[src/rtl/ramb16_s36_arb_if.sv]
// Client request/response bundle for one port of the ramb16_s36_arb arbiter.
// gnt is the accept for a held req; rvalid/rdata return two cycles after the grant.
interface ramb16_s36_arb_if;
  logic        req;
  logic        we;
  logic [8:0]  addr;
  logic [31:0] di;
  logic [3:0]  dip;
  logic        gnt;
  logic        rvalid;
  logic [35:0] rdata;

  modport master (
    output req, we, addr, di, dip,
    input  gnt, rvalid, rdata
  );

  modport slave (
    input  req, we, addr, di, dip,
    output gnt, rvalid, rdata
  );
endinterface

[src/rtl/ramb16_s36_arb.sv]
// Two-port round-robin arbiter in front of one 512x36 RAM port, with power-up/runtime clear.
// Grant is same-cycle, rvalid two cycles later; requests stall (no gnt) during clear or when losing.
module ramb16_s36_arb #(
  parameter int          CLEAR_ON_RESET = 1,
  parameter logic [35:0] CLEAR_VAL      = 36'h0
) (
  input  logic              clk,
  input  logic              rst,
  input  logic              clr,
  ramb16_s36_arb_if.slave   a,
  ramb16_s36_arb_if.slave   b,
  output logic              busy,
  output logic              ram_en,
  output logic              ram_we,
  output logic [8:0]        ram_addr,
  output logic [31:0]       ram_di,
  output logic [3:0]        ram_dip,
  input  logic [31:0]       ram_do,
  input  logic [3:0]        ram_dop
);

  localparam logic [0:0] CLEAR = 1'b0;
  localparam logic [0:0] SERVE = 1'b1;
  localparam logic [0:0] RST_STATE = (CLEAR_ON_RESET != 0) ? CLEAR : SERVE;

  logic [0:0] state;
  logic [8:0] cnt;
  logic       prio_b;
  logic       serve_ok;
  logic       gnt_a;
  logic       gnt_b;
  logic       rv1_a;
  logic       rv1_b;
  logic       rvalid_a;
  logic       rvalid_b;

  // A pending clr takes the cycle, so no grant may be issued alongside it.
  assign serve_ok = (state == SERVE) && !clr && !rst;
  assign gnt_a    = serve_ok && a.req && (!b.req || !prio_b);
  assign gnt_b    = serve_ok && b.req && (!a.req || prio_b);

  assign busy     = (state == CLEAR);
  assign a.gnt    = gnt_a;
  assign b.gnt    = gnt_b;
  assign a.rvalid = rvalid_a;
  assign b.rvalid = rvalid_b;
  assign a.rdata  = {ram_dop, ram_do};
  assign b.rdata  = {ram_dop, ram_do};

  always_ff @(posedge clk or posedge rst) begin
    if (rst) begin
      state    <= RST_STATE;
      cnt      <= 9'd0;
      prio_b   <= 1'b0;
      ram_en   <= 1'b0;
      ram_we   <= 1'b0;
      ram_addr <= 9'd0;
      ram_di   <= 32'd0;
      ram_dip  <= 4'd0;
      rv1_a    <= 1'b0;
      rv1_b    <= 1'b0;
      rvalid_a <= 1'b0;
      rvalid_b <= 1'b0;
    end else begin
      ram_en   <= 1'b0;
      ram_we   <= 1'b0;
      rv1_a    <= gnt_a;
      rv1_b    <= gnt_b;
      rvalid_a <= rv1_a;
      rvalid_b <= rv1_b;
      case (state)
        CLEAR: begin
          ram_en            <= 1'b1;
          ram_we            <= 1'b1;
          ram_addr          <= cnt;
          {ram_dip, ram_di} <= CLEAR_VAL;
          // Leave on the edge that issues the last word; the counter never wraps.
          if (cnt == 9'd511) begin
            state <= SERVE;
          end else begin
            cnt <= cnt + 9'd1;
          end
        end
        default: begin
          if (clr) begin
            state <= CLEAR;
            cnt   <= 9'd0;
          end else if (gnt_a) begin
            ram_en   <= 1'b1;
            ram_we   <= a.we;
            ram_addr <= a.addr;
            ram_di   <= a.di;
            ram_dip  <= a.dip;
            prio_b   <= 1'b1;
          end else if (gnt_b) begin
            ram_en   <= 1'b1;
            ram_we   <= b.we;
            ram_addr <= b.addr;
            ram_di   <= b.di;
            ram_dip  <= b.dip;
            prio_b   <= 1'b0;
          end
        end
      endcase
    end
  end

endmodule
[src/flat_wrapper.sv]
// flat-port wrapper written by rule: the top's interface ports become plain ports
module ramb16_s36_arb_flat 
#(
  parameter int          CLEAR_ON_RESET = 1,
  parameter logic [35:0] CLEAR_VAL      = 36'h0
)
  (clk, rst, clr, busy, ram_en, ram_we, ram_addr, ram_di, ram_dip, ram_do, ram_dop, a_req, a_we, a_addr, a_di, a_dip, a_gnt, a_rvalid, a_rdata, b_req, b_we, b_addr, b_di, b_dip, b_gnt, b_rvalid, b_rdata);
  ramb16_s36_arb_if a_i ();
  ramb16_s36_arb_if b_i ();
  input  logic clk;
  input  logic rst;
  input  logic clr;
  output logic busy;
  output logic ram_en;
  output logic ram_we;
  output logic [8:0] ram_addr;
  output logic [31:0] ram_di;
  output logic [3:0] ram_dip;
  input  logic [31:0] ram_do;
  input  logic [3:0] ram_dop;
  input wire logic [$bits(a_i.req)-1:0] a_req;
  input wire logic [$bits(a_i.we)-1:0] a_we;
  input wire logic [$bits(a_i.addr)-1:0] a_addr;
  input wire logic [$bits(a_i.di)-1:0] a_di;
  input wire logic [$bits(a_i.dip)-1:0] a_dip;
  output wire logic [$bits(a_i.gnt)-1:0] a_gnt;
  output wire logic [$bits(a_i.rvalid)-1:0] a_rvalid;
  output wire logic [$bits(a_i.rdata)-1:0] a_rdata;
  input wire logic [$bits(b_i.req)-1:0] b_req;
  input wire logic [$bits(b_i.we)-1:0] b_we;
  input wire logic [$bits(b_i.addr)-1:0] b_addr;
  input wire logic [$bits(b_i.di)-1:0] b_di;
  input wire logic [$bits(b_i.dip)-1:0] b_dip;
  output wire logic [$bits(b_i.gnt)-1:0] b_gnt;
  output wire logic [$bits(b_i.rvalid)-1:0] b_rvalid;
  output wire logic [$bits(b_i.rdata)-1:0] b_rdata;
  assign a_i.req = a_req;
  assign a_i.we = a_we;
  assign a_i.addr = a_addr;
  assign a_i.di = a_di;
  assign a_i.dip = a_dip;
  assign a_gnt = a_i.gnt;
  assign a_rvalid = a_i.rvalid;
  assign a_rdata = a_i.rdata;
  assign b_i.req = b_req;
  assign b_i.we = b_we;
  assign b_i.addr = b_addr;
  assign b_i.di = b_di;
  assign b_i.dip = b_dip;
  assign b_gnt = b_i.gnt;
  assign b_rvalid = b_i.rvalid;
  assign b_rdata = b_i.rdata;
  ramb16_s36_arb #(.CLEAR_ON_RESET(CLEAR_ON_RESET), .CLEAR_VAL(CLEAR_VAL)) u_core (.clk(clk), .rst(rst), .clr(clr), .a(a_i), .b(b_i), .busy(busy), .ram_en(ram_en), .ram_we(ram_we), .ram_addr(ram_addr), .ram_di(ram_di), .ram_dip(ram_dip), .ram_do(ram_do), .ram_dop(ram_dop));
endmodule
[config.mk]
export PLATFORM = sky130hd
export DESIGN_NAME = ramb16_s36_arb_flat
export DESIGN_NICKNAME = d
export VERILOG_FILES = /design/src/rtl/ramb16_s36_arb_if.sv /design/src/rtl/ramb16_s36_arb.sv /design/src/flat_wrapper.sv
export SDC_FILE = /design/constraint.sdc
export NUM_CORES = 1
export LEC_CHECK = 0
export BUFFER_PORTS_ARGS = -buffer_cell sky130_fd_sc_hd__clkbuf_2
export CAP_MARGIN = 20
export CORE_AREA = 2 2 99 101
export DETAILED_ROUTE_END_ITERATION = 8
export DIE_AREA = 0 0 101 103
export PLACE_DENSITY = 0.92
export SLEW_MARGIN = 25
export SYNTH_ARGS = -nofsm -noshare
export SYNTH_HDL_FRONTEND = slang
export SYNTH_SLANG_ARGS = --single-unit
export TNS_END_PERCENT = 5
[constraint.sdc]
create_clock -name clk -period 4.96 [get_ports clk]
set_clock_uncertainty 0.05 [all_clocks]
set_input_delay 1.488 -clock clk [delete_from_list [all_inputs] [get_ports clk]]
set_output_delay 1.488 -clock clk [all_outputs]
set_load 0.02 [all_outputs]
Yosys cells after proc, flatten, opt, wreduce, memory -nomap -nowiden
Cells that the tools add are included.
{"block": "word_totals", "wordCells": 65, "out_inout_bits": 124, "inputBits": 133, "ff_bits": 62}
{"block": "classes", "n_addsub": 1, "bitwise_logic": 2, "reduce_logical": 17, "muxes": 28, "n_eq_ne": 5}
{"operator": "32-bit 2-to-1 mux", "n": 4}
{"operator": "9-bit 2-to-1 mux", "n": 7}
{"operator": "4-bit 2-to-1 mux", "n": 4}
{"operator": "1-bit 2-to-1 mux", "n": 13}
{"operator": "9-bit by 1-bit adder with 9-bit output (second input constant)", "n": 1}
{"operator": "9-bit == test (second input constant)", "n": 1}
{"operator": "1-bit logical AND", "n": 6}
{"operator": "1-bit logical NOT", "n": 5}
{"operator": "2-bit inequality test (second input constant)", "n": 2}
{"operator": "2-bit AND reduction", "n": 2}
{"operator": "3-bit inequality test (second input constant)", "n": 1}
{"operator": "3-bit AND reduction", "n": 1}
{"operator": "1-bit logical OR", "n": 2}
{"operator": "2-bit by 1-bit inequality test with 1-bit output (second input constant)", "n": 1}
{"operator": "1-bit inverter", "n": 2}
{"operator": "2-bit nonzero test", "n": 1}

Longest topological paths before layout
{"block": "depth", "word_depth": 9, "ltp_mapped": 8, "depth_no_buf": 7}

Worst setup path before layout
Ideal clock, no wire load.
{"block": "synth_timing", "path_kind": "input-to-output", "startpoint": "input clr", "endpoint": "output b_gnt", "required_ps": 3422, "path_buffers": 0, "path_slack_ps": 811, "arrival_ps": 2611, "cell_stages": 2, "cell_sequence": "or3b_4 a211oi_1"}
{"block": "synth_between", "elab_chain_cells": 5}
{"element": "start: declaration", "line_no": "flat_wrapper.sv:12", "text": "input logic clr;"}
{"element": "1-bit logical NOT", "line_no": "ramb16_s36_arb.sv:38", "text": "assign serve_ok = (state == SERVE) && !clr && !rst;"}
{"element": "1-bit logical AND (2 in a row)", "line_no": "ramb16_s36_arb.sv:38"}
{"element": "1-bit logical AND (2 in a row)", "line_no": "ramb16_s36_arb.sv:40", "text": "assign gnt_b = serve_ok && b.req && (!a.req || prio_b);"}
{"element": "end: declaration", "line_no": "flat_wrapper.sv:34", "text": "output wire logic [$bits(b_i.gnt)-1:0] b_gnt;"}
No other way between the ends.

Worst setup path after layout
Same ends and word-level chain as after synthesis.

==> impl_results.md <==
* Placer Congestion at 0.9004
* IR drop worst, VDD at 0.1036 mV
* Unrepaired setup endpoints after global routing: false
* Pint at 795.2 uW
* CTS Buf Count at 9
* Clock-pin slew on the worst setup and hold paths at 60 ps
* WL/cell at 18.47 um
* CTS H-tree depth at 3
* Psw at 232.1 uW
* Seq/Total Area, Yosys at 39.40%
* Boundary Pins at 257
* ANT nets after route at 0
* Number of synthesized flops with an enable pin at 0
* # hold bufs at CTS at 0
* R2R Setup Slk at 2770 ps
* Initial antenna violation count at 0
* Flop pwr share at 49.2%
* DRC violations left at 0
* DRT Pass-1 Iters at 4
* Final core occ at 45.95%
* Reg2Reg Depth at 7
* Critical Path RT at 3420 ps
* Post-CTS sizing at 0
* Final global-route overflow total at 0
* Hold_sp: u_core.rv1_a
* Setup bufs post-CTS at 0
* Pwr dens at 236.3 mW/mm^2
* Nets@finish at 613
* Setup Crit Path Kind: input pin to output pin
* DR vias at 3,351
* Startpoint types: input pin
* RR Startpoint: u_core.cnt[0]
* Ys async rst share at 100.0%
* Yosys Warn Count at 0
* Critical Path Source: clr
* Hold Path Depth at 0
* Initial cell density of the core at 41.63%
* GRT Total Usage at 20.99%
* Crit path max fanout at 8
* Die span in x at 101 um
* Syn_area_per_cell at 9.309 um^2
* Cell count after placement at 581
* Post-route minimum period at 4275 ps
* Dpl ws at 687.6 ps
* Hold endpoint: u_core.a.rvalid
* Routed WL at 11,030 um
* Setup_tns at 0 ps
* Die height at 103 um
* Syn nets at 558
* Dominant synthesized flop cell: dfrtp_1
* FMAX at 233.9 MHz
* FF-to-FF End: u_core.cnt[7]
* Max Cap Viol at 0
* Cells after Synth at 423
* Worst-margin pin slew at 899.9 ps
* CTS tree: done
* Synth-to-Final Area Change at 10.39%
* Final setup viols at 0
* Relative slew slack at 40.01%
* Share of cells above drive strength 1 at 41.82%
* Switching Share at 22.59%
* I/O Buffers at 148
* Leak Pwr at 1.947 nW
* Max Transition Viols Final at 0
* Combinational share of power at 7.1%
* Post-Layout Cell Count at 597
* Vias per cell at 5.613
* #FFs+latches synth at 62
* ANT cells at 0
* FILL cells at 942
* Yosys cell types at 43
* Post-DP HPWL at 8614 um
* Rows at 36
* Final worst slack at 684.9 ps
* Iter 0 DRT Violations at 141
* Vias in the first global route at 3,191
* Final worst path period share at 86.19%
* First-pass GRT wire length at 16,590 um
* CP Data Arrival Time at 2740 ps
* Latest clock arrival within the worst-skew pair at 330 ps
* Pin count of the biggest net entering global routing at 63
* Clock Tree Buf Depth at 2
* Post-synthesis cell area at 0.003938 mm^2
* Clk sinks at 62
* Root Buffer: clkbuf_8
* Min-delay worst type: flop to flop
* Clk pwr share at 43.7%
* Die area at 0.01040 mm^2
* Final Hold Viols at 0
* Core area at 0.009459 mm^2
* CP Capture Type: output pin
* Status: completed
==> how the worst max path moves through the flow <==
stage	end	depth (start not counted)	slack, ps
finish	b_gnt	4	680
global route	b_gnt	4	630
CTS	b_gnt	4	680
detailed placement	b_gnt	4	690
global placement	b_gnt	4	730
floorplan	b_gnt	2	810
==> critical path: stages <==
cell and delay (ps):
clkbuf_2 150, or3b_4 480, a211oi_1 380, clkbuf_2 240
==> per-stage QoR <==
step / cell area, um^2 / hold slack (ps) / power [mW]
floorplan: 3938 / 281.2 / 0.6238
global placement: 4116 / 281.4 / 0.5839
detailed placement: 4144 / 288.9 / 0.5881
CTS: 4344 / 302.5 / 1.040
global route: 4347 / 321.0 / 1.070
finish: 4347 / 300.9 / 1.027
==> layout make-up <==
class | count | area (um^2) | area share (%)
Multi-Input combinational cell | 246 | 1627 | 37.42
Sequential cell | 62 | 1553 | 35.72
Timing Repair Buffer | 154 | 805.8 | 18.54
Clock buffer | 12 | 155.1 | 3.569
Tap cell | 114 | 142.6 | 3.282
Clock inverter | 4 | 45.04 | 1.036
Inverter | 5 | 18.77 | 0.4318
==> layout by cell type (no fill, tap or decap), drive strengths merged, types with 2 or more instances in the layout <==
master and instances:
a211oi 2, a21boi 2, buf 6, clkbuf 160
clkinv 4, dfrtp 62, ha 2, inv 4
mux2i 4, nand2 52, nand2b 3, nand3 84
nand4 17, nor2 5, nor2b 3, nor4 2
o211ai 11, o21ai 2, o221ai 37, o22ai 4
or2 3
==> cells in the mapped netlist, drive strengths merged, types with 2 or more instances <==
cell | count | area, um^2
inv | 4 | 15.01
o22ai | 4 | 25.02
nor2b | 3 | 18.77
o221ai | 37 | 449.2
nand4 | 17 | 106.4
or2 | 3 | 18.77
nand3 | 84 | 420.4
mux2i | 4 | 40.04
o21ai | 2 | 10.01
a211oi | 2 | 15.01
a21boi | 2 | 18.77
clkbuf | 18 | 68.81
nand2 | 52 | 195.2
o211ai | 11 | 82.58
nor2 | 5 | 42.54
nor4 | 2 | 12.51
buf | 92 | 686.9
ha | 2 | 25.02
dfrtp | 62 | 1551
nand2b | 3 | 18.77
==> cells by family (layout without fill, tap and decap cells) <==
kind of cell	Yosys count	in the layout	share of synthesized area [%]
simple gates	174	174	22.24
buf+inv	115	175	19.67
compound gates	63	63	16.30
flops	62	62	39.40
mux	5	5	1.303
fa+ha+maj	2	2	0.6354
xor+xnor	2	2	0.4449
==> flip-flops by register name (all words and copies together), names as in the netlist <==
name	count
u_core.a.rvalid	1
u_core.b.rvalid	1
u_core.cnt	9
u_core.prio_b	1
u_core.ram_addr	9
u_core.ram_di	32
u_core.ram_dip	4
u_core.ram_en	1
u_core.ram_we	1
u_core.rv1_a	1
u_core.rv1_b	1
u_core.state	1
==> power groups by stage <==
stage | Clock (mW) | Combinational (mW) | Sequential (mW)
6_report | 0.448 | 0.0734 | 0.505
5_1_grt | 0.483 | 0.0812 | 0.505
4_1_cts | 0.461 | 0.0737 | 0.505
3_5_place_dp | 0 | 0.0731 | 0.515
3_3_place_gp | 0 | 0.0689 | 0.515
2_1_floorplan | 0 | 0.109 | 0.515
==> metal layers <==
| metal | track usage (%) | up-vias | part of all wire (%) |
|---|---|---|---|
| met5 | 0 | - | 0 |
| met4 | 8.732 | 0 | 2.3 |
| met3 | 9.627 | 22 | 11 |
| met2 | 35.79 | 211 | 49 |
| met1 | 22.70 | 1546 | 37 |
| li1 | - | 1572 | - |
Note: power is estimated with default switching activity, not from simulation.
